<file path="config.mk">
export PLATFORM = sky130hd
export DESIGN_NAME = ma_mem_access_unit_flat
export DESIGN_NICKNAME = d
export VERILOG_FILES = /design/src/rtl/ma_mem_access_unit_if.sv /design/src/rtl/ma_mem_access_unit.sv /design/src/flat_wrapper.sv
export SDC_FILE = /design/constraint.sdc
export NUM_CORES = 1
export LEC_CHECK = 0
export BUFFER_PORTS_ARGS = -buffer_cell sky130_fd_sc_hd__buf_2
export CAP_MARGIN = 20
export CORE_MARGIN = 4
export CORE_UTILIZATION = 54
export DETAILED_ROUTE_END_ITERATION = 12
export PLACE_DENSITY = 0.83
export SYNTH_ARGS = -nofsm -noshare
export SYNTH_HDL_FRONTEND = slang
export SYNTH_SLANG_ARGS = --single-unit
</file>
<file path="constraint.sdc">
create_clock -name clk -period 3.5 [get_ports clk]
set_input_delay 0 -clock clk [delete_from_list [all_inputs] [get_ports clk]]
set_output_delay 0 -clock clk [all_outputs]
set_load 0.05 [all_outputs]
</file>
<file path="src/rtl/ma_mem_access_unit_if.sv">
// ma_mem_access_unit_if: MA-stage request/response signals and the data-memory bus.
interface ma_mem_access_unit_if;
  logic        mem_read_ma_in;
  logic        mem_write_ma_in;
  logic [2:0]  funct3_ma_in;
  logic [31:0] alu_out_ma_in;
  logic [31:0] store_data_ma_in;
  logic        dmem_busywait;
  logic [31:0] dmem_readdata;
  logic        dmem_read;
  logic        dmem_write;
  logic [31:0] dmem_addr;
  logic [31:0] dmem_writedata;
  logic [3:0]  dmem_byte_en;
  logic [31:0] mem_data_ma_out;
  logic        busywait;
  logic        misaligned_out;
  logic        bus_error_out;
  modport slave (
    input  mem_read_ma_in, mem_write_ma_in, funct3_ma_in, alu_out_ma_in, store_data_ma_in,
           dmem_busywait, dmem_readdata,
    output dmem_read, dmem_write, dmem_addr, dmem_writedata, dmem_byte_en,
           mem_data_ma_out, busywait, misaligned_out, bus_error_out
  );
  modport master (
    output mem_read_ma_in, mem_write_ma_in, funct3_ma_in, alu_out_ma_in, store_data_ma_in,
           dmem_busywait, dmem_readdata,
    input  dmem_read, dmem_write, dmem_addr, dmem_writedata, dmem_byte_en,
           mem_data_ma_out, busywait, misaligned_out, bus_error_out
  );
endinterface

</file>
<file path="src/rtl/ma_mem_access_unit.sv">
// ma_mem_access_unit: MA-stage load/store controller with byte lanes, stall, misalign and timeout flags.
module ma_mem_access_unit #(
  parameter int unsigned TIMEOUT_CYCLES = 255
) (
  input logic clk,
  input logic rst,
  ma_mem_access_unit_if.slave bus
);
  typedef enum logic [1:0] {IDLE, WAIT, DONE} state_t;
  state_t      state;
  logic        rd_q, err_q;
  logic [2:0]  f3_q;
  logic [1:0]  off_q;
  logic [31:0] data_q, cnt;
  logic        req, is_b, is_h, mis, timeout;
  logic [1:0]  off;
  logic [3:0]  be;
  logic [31:0] sd, wd, ext;
  logic [15:0] lane;
  always_comb begin
    off     = bus.alu_out_ma_in[1:0];
    sd      = bus.store_data_ma_in;
    req     = bus.mem_read_ma_in | bus.mem_write_ma_in;
    is_b    = bus.funct3_ma_in[1:0] == 2'b00;
    is_h    = bus.funct3_ma_in[1:0] == 2'b01;
    mis     = is_b ? 1'b0 : is_h ? off[0] : off != 2'b00;
    be      = is_b ? 4'b0001 << off : is_h ? 4'b0011 << off : 4'b1111;
    wd      = is_b ? {4{sd[7:0]}} : is_h ? {2{sd[15:0]}} : sd;
    lane    = 16'(bus.dmem_readdata >> {off_q, 3'b000});
    ext     = f3_q[1:0] == 2'b00 ? {{24{~f3_q[2] & lane[7]}}, lane[7:0]} :
              f3_q[1:0] == 2'b01 ? {{16{~f3_q[2] & lane[15]}}, lane} : bus.dmem_readdata;
    timeout = TIMEOUT_CYCLES != 0 && cnt + 32'd1 == TIMEOUT_CYCLES;
  end
  // Gated by rst so the stall and flag outputs also fall the moment reset asserts.
  assign bus.busywait        = rst & ((state == IDLE & req & ~mis) | state == WAIT);
  assign bus.misaligned_out  = rst & state == IDLE & req & mis;
  assign bus.mem_data_ma_out = (state == DONE & rd_q) ? data_q : '0;
  assign bus.bus_error_out   = err_q;
  always_ff @(posedge clk or negedge rst) begin
    if (!rst) begin
      state              <= IDLE;
      rd_q               <= 1'b0;
      err_q              <= 1'b0;
      f3_q               <= '0;
      off_q              <= '0;
      data_q             <= '0;
      cnt                <= '0;
      bus.dmem_read      <= 1'b0;
      bus.dmem_write     <= 1'b0;
      bus.dmem_addr      <= '0;
      bus.dmem_writedata <= '0;
      bus.dmem_byte_en   <= '0;
    end else begin
      err_q <= 1'b0;
      case (state)
        IDLE: if (req && !mis) begin
          state              <= WAIT;
          rd_q               <= bus.mem_read_ma_in;
          f3_q               <= bus.funct3_ma_in;
          off_q              <= off;
          cnt                <= '0;
          bus.dmem_read      <= bus.mem_read_ma_in;
          bus.dmem_write     <= ~bus.mem_read_ma_in;
          bus.dmem_addr      <= {bus.alu_out_ma_in[31:2], 2'b00};
          bus.dmem_writedata <= wd;
          bus.dmem_byte_en   <= be;
        end
        WAIT: begin
          cnt <= cnt + 32'd1;
          if (!bus.dmem_busywait || timeout) begin
            state          <= DONE;
            bus.dmem_read  <= 1'b0;
            bus.dmem_write <= 1'b0;
            data_q         <= bus.dmem_busywait ? '0 : ext;
            err_q          <= bus.dmem_busywait;
          end
        end
        default: state <= IDLE;
      endcase
    end
  end
endmodule

</file>
<file path="src/flat_wrapper.sv">
// flat-port wrapper written by rule: the top's interface ports become plain ports
module ma_mem_access_unit_flat 
#(
  parameter int unsigned TIMEOUT_CYCLES = 255
)
  (clk, rst, bus_mem_read_ma_in, bus_mem_write_ma_in, bus_funct3_ma_in, bus_alu_out_ma_in, bus_store_data_ma_in, bus_dmem_busywait, bus_dmem_readdata, bus_dmem_read, bus_dmem_write, bus_dmem_addr, bus_dmem_writedata, bus_dmem_byte_en, bus_mem_data_ma_out, bus_busywait, bus_misaligned_out, bus_bus_error_out);
  ma_mem_access_unit_if bus_i ();
  input logic clk;
  input logic rst;
  input wire logic [$bits(bus_i.mem_read_ma_in)-1:0] bus_mem_read_ma_in;
  input wire logic [$bits(bus_i.mem_write_ma_in)-1:0] bus_mem_write_ma_in;
  input wire logic [$bits(bus_i.funct3_ma_in)-1:0] bus_funct3_ma_in;
  input wire logic [$bits(bus_i.alu_out_ma_in)-1:0] bus_alu_out_ma_in;
  input wire logic [$bits(bus_i.store_data_ma_in)-1:0] bus_store_data_ma_in;
  input wire logic [$bits(bus_i.dmem_busywait)-1:0] bus_dmem_busywait;
  input wire logic [$bits(bus_i.dmem_readdata)-1:0] bus_dmem_readdata;
  output wire logic [$bits(bus_i.dmem_read)-1:0] bus_dmem_read;
  output wire logic [$bits(bus_i.dmem_write)-1:0] bus_dmem_write;
  output wire logic [$bits(bus_i.dmem_addr)-1:0] bus_dmem_addr;
  output wire logic [$bits(bus_i.dmem_writedata)-1:0] bus_dmem_writedata;
  output wire logic [$bits(bus_i.dmem_byte_en)-1:0] bus_dmem_byte_en;
  output wire logic [$bits(bus_i.mem_data_ma_out)-1:0] bus_mem_data_ma_out;
  output wire logic [$bits(bus_i.busywait)-1:0] bus_busywait;
  output wire logic [$bits(bus_i.misaligned_out)-1:0] bus_misaligned_out;
  output wire logic [$bits(bus_i.bus_error_out)-1:0] bus_bus_error_out;
  assign bus_i.mem_read_ma_in = bus_mem_read_ma_in;
  assign bus_i.mem_write_ma_in = bus_mem_write_ma_in;
  assign bus_i.funct3_ma_in = bus_funct3_ma_in;
  assign bus_i.alu_out_ma_in = bus_alu_out_ma_in;
  assign bus_i.store_data_ma_in = bus_store_data_ma_in;
  assign bus_i.dmem_busywait = bus_dmem_busywait;
  assign bus_i.dmem_readdata = bus_dmem_readdata;
  assign bus_dmem_read = bus_i.dmem_read;
  assign bus_dmem_write = bus_i.dmem_write;
  assign bus_dmem_addr = bus_i.dmem_addr;
  assign bus_dmem_writedata = bus_i.dmem_writedata;
  assign bus_dmem_byte_en = bus_i.dmem_byte_en;
  assign bus_mem_data_ma_out = bus_i.mem_data_ma_out;
  assign bus_busywait = bus_i.busywait;
  assign bus_misaligned_out = bus_i.misaligned_out;
  assign bus_bus_error_out = bus_i.bus_error_out;
  ma_mem_access_unit #(.TIMEOUT_CYCLES(TIMEOUT_CYCLES)) u_core (.clk(clk), .rst(rst), .bus(bus_i));
endmodule
</file>
==> results list <==
* Result of the run: finished clean
* Final Hold Viols: 0
- Global routing finished with a remaining overflow of 0.
* Simple-gate share of the synthesized area: 20.0%
* Min Tclk post-route: 3.22 ns
- Total track usage: 32.4%
* Count of cells along the worst register-to-register path: 7
- Warnings from Yosys: 0
* Fraction of registers with async set or reset after synthesis: 100%
* Count of filler cells inserted in the layout: 879
- Post-route clock period utilization: 91.9%
- The synthesized design contains 0 enable-type register cells.
- Required time of the worst setup path: 3.76 ns
- OpenSTA, run right after detailed placement, puts the worst setup slack at 0.402 ns.
* TritonCTS clock tree: yes
- Share of synthesized cell area in full adder, half adder and majority cells: 0.954%
* Worst Setup Slack, final: 0.284 ns
- Fmax: 311 MHz
- The cell area that synthesis handed to floorplanning was 0.00787 mm².
- The analysis attributes to net switching a power of 3.96 mW.
- For this run, the share of the core covered by cells in the final layout is 75.1%.
- In the final routed layout, each cell accounts on average for 20.3 µm.
- Number of setup buffers added after CTS: 0
- STA classifies the critical path endpoint as a flop.
- Number of vias per cell: 6.19
- The worst pin sits at a relative slew slack of 31.0%.
- Area share of the leading cell type in the synthesized netlist: 44.8%
- Root Buffer: clkbuf_16
* Leakage power total: 4.81 nW
- DPL Wire Length: 15000 µm
- For this run, design rule violations remaining after detail routing come to 0.
- Clock insertion delay at the later pin of the skew report: 0.43 ns
- Peak ir drop on the vdd network: 0.885 mV
- H-tree level count: 4
- Hold Path Origin: bus_dmem_readdata[14]
- The worst hold path passes through 5 cells.
- 1st-pass router iterations: 5
- Sinks on Clock Net: 141
- The first global-routing pass estimated 42900 µm of wire.
- Entering global routing, the biggest net connects 80 pins.
- Tracing the worst setup path back leads to its startpoint at u_core.cnt[4].
- The floorplan step defined a core boundary enclosing 0.0141 mm².
* Mean instance size in the synthesized netlist: 9.20 µm²
- Across the routed clock network, the largest skew measured is 0.0150 ns.
* Setup violators final: 0
- After synthesis, the largest family of logic cells by area is simple AND/OR/NAND/NOR gates.
- Synthesis-to-finish area growth: 34.4%
- Worst r2r dst: u_core.state[0]
* CP Class: flop to flop
* Hold-fix buffers, CTS: 102
- Data arrival time of the critical path: 3.48 ns
- In this run the critical register-to-register path is launched from u_core.cnt[4].
* Hold WC Path Type: input pin to flop
* Count of distinct cell types in the synthesized netlist: 64
- Number of maximum-capacitance constraint violations: 0
* Via count of the first global-routing pass: 8138
- The routed layout has 8170 vias.
- The share of the Yosys chip area taken by registers is 44.8%.
- The setup check on the worst reg-to-reg path leaves a slack of 0.28 ns.
* Post-Syn Instances: 856
* Xor-xnor portion of the synthesized cell area: 0.890%
- Design internal power: 4.43 mW
* Maximum fanout along the worst path: 15
- Number of buffers inserted during clock tree synthesis: 17
* Top-Level Pins: 209
* Fraction of final layout cells with drive strength greater than 1: 28.7%
- The max-slew violation count was 0.
- Most instantiated flip-flop cell in the synthesis netlist: dfrtp_1
* Bufs on Longest Clock Path: 2
- Transition time at the pin with the least slew margin: 1.03 ns
* Synth Area in Compound Gates: 18.4%
- The multi-input combinational cells in the finished layout cover a total of 0.00403 mm².
* Cells resized by post-CTS repair: 0
- Of the total power, the share spent switching nets is 47.2%.
- Number of port buffers: 206
- Cell taking the most area after synthesis: dfrtp_1
* Aggregate routed wire length: 26800 µm
* Setup repair after global routing missed its margin: no
* Effective utilization at floorplan: 55.8%
- Share of total power in sequential cells: 33.3%
- Of the total power, combinational logic draws 44.5%.
- Gp weighted congestion: 0.892
* Most common library cells after synthesis: dfrtp_1, nand2_1, o21ai_0
- After synthesis the netlist holds a flip-flop and latch count of 141.
- In the final design database the tool counted 1236 nets.
- After synthesis, the share of cell area in mux cells is 10.6%.
- For this block, the initial DRC count from the detailed router was 875.
- STA classifies the critical path startpoint as a flop.
- Clock transition at the registers of the reported paths: 0.06 ns
- In the post-synthesis netlist, the cell with the most instances is dfrtp_1.
- Row count: 43
- The die is 129 µm wide.
- Reg area: 0.00353 mm²
* Hold Path Sink: u_core.data_q[14]
- Ranking of synthesized cells by area: dfrtp_1, mux2_2, o21ai_0
* Power density over cell area: 793 mW/mm²
* Vert. Die Dim: 129 µm
* Clock share of power: 22.2%
* Antenna viol nets, final: 0
* Number of antenna violations at the first check in global routing: 1
- The die covers 0.0166 mm².
- Accumulated negative setup slack: 0 ns
-- stage by stage --
| step | area, µm² | instances | power, mW | hold WS [ns] |
|---|---|---|---|---|
| final | 10600 | 1320 | 8.39 | 0.0117 |
| after global routing | 10600 | 1320 | 8.73 | 0.0726 |
| after CTS | 10600 | 1319 | 8.16 | 0.00818 |
| after detailed placement | 8960 | 1185 | 6.23 | 0.000815 |
| after global placement | 8940 | 1184 | 6.11 | 0.00162 |
| after floorplan | 7880 | 857 | 5.31 | -0.296 |
-- flip-flops by register name (all words and copies together), names as in the netlist --
| name | count |
|---|---|
| u_core.bus.bus_error_out | 1 |
| u_core.bus.dmem_addr | 30 |
| u_core.bus.dmem_byte_en | 4 |
| u_core.bus.dmem_read | 1 |
| u_core.bus.dmem_write | 1 |
| u_core.bus.dmem_writedata | 32 |
| u_core.cnt | 32 |
| u_core.data_q | 32 |
| u_core.f3_q | 3 |
| u_core.off_q | 2 |
| u_core.rd_q | 1 |
| u_core.state | 2 |
-- critical path, stage by stage, from the launching register on --
cell,delay (ns)
dfrtp_1,0.52
nand4_4,0.25
or4_1,0.71
xnor2_1,0.18
a2111oi_0,0.43
nand4_1,0.26
o31ai_1,0.53
o21ai_0,0.15
-- layer usage --
layer  part of all wire (%)  GRT usage (%)  up-vias
li1                       -              -     3592
met1                     37           40.7     3883
met2                     48           52.7      575
met3                    9.8           7.97      120
met4                    5.0           15.3        0
met5                      0              0        -
-- kinds of logic (layout without fill, tap and decap cells) --
family / after synthesis / count (layout)
compound gates: 235 / 235
xor+xnor: 8 / 8
fa+ha+maj: 6 / 6
buf+inv: 78 / 360
flops: 141 / 141
mux: 77 / 77
other cells: 1 / 3
simple gates: 310 / 310
-- power by group through the flow --
stage          Clock [mW]  Combinational [mW]  Sequential, mW
2_1_floorplan           0                1.55            3.76
6_report             1.86                3.74            2.79
5_1_grt              1.94                3.94            2.84
4_1_cts              1.85                3.60            2.71
3_5_place_dp            0                3.51            2.72
3_3_place_gp            0                3.42            2.69
-- how the worst max path moves through the flow --
stage | to | slack (ns) | depth (start not counted)
final | u_core.state[0] | 0.28 | 7
after global routing | u_core.state[0] | 0.002 | 7
after CTS | u_core.bus.dmem_write | 0.34 | 8
after detailed placement | u_core.bus.dmem_write | 0.40 | 9
after global placement | u_core.bus.dmem_write | 0.48 | 9
after floorplan | u_core.data_q[16] | 0.61 | 9
-- layout by cell type, fill, tap and decap left out, types with 3 or more instances in the layout --
cell | synthesis | routed
a22oi_1 | 16 | 16
and3_1 | 3 | 3
o21ai_0 | 81 | 81
o22ai_1 | 8 | 8
nor2b_1 | 4 | 4
and4_1 | 4 | 4
nor3_1 | 13 | 13
inv_1 | 7 | 7
nor2_1 | 69 | 69
buf_4 | 2 | 11
clkbuf_16 | 0 | 17
nand3_1 | 19 | 19
o31ai_1 | 10 | 10
a21oi_1 | 46 | 46
o21ai_2 | 20 | 20
mux2_2 | 42 | 42
ha_1 | 6 | 6
dfrtp_1 | 141 | 141
nand4_1 | 15 | 15
a31oi_1 | 11 | 11
dlygate4sd3_1 | 0 | 102
and2_1 | 41 | 41
o21ai_1 | 11 | 10
or3_1 | 5 | 5
nor4_1 | 6 | 6
clkinvlp_4 | 0 | 5
a211oi_1 | 6 | 6
mux2i_1 | 34 | 34
clkbuf_8 | 0 | 3
nand2_1 | 96 | 96
xor2_1 | 4 | 4
xnor2_1 | 4 | 4
inv_6 | 0 | 3
buf_2 | 8 | 205
a221oi_1 | 7 | 7
o41ai_1 | 6 | 6
nand2b_1 | 19 | 18
-- layout make-up --
cell class | instances | area share (%)
tap | 180 | 2.13
timing repair buffer | 321 | 20.5
multi-input combinational | 638 | 38.0
sequential | 141 | 33.3
clock inverter | 12 | 1.27
antenna | 1 | 0.0237
clock buffer | 20 | 4.41
inverter | 7 | 0.248
(Power assumes the default switching activity.)
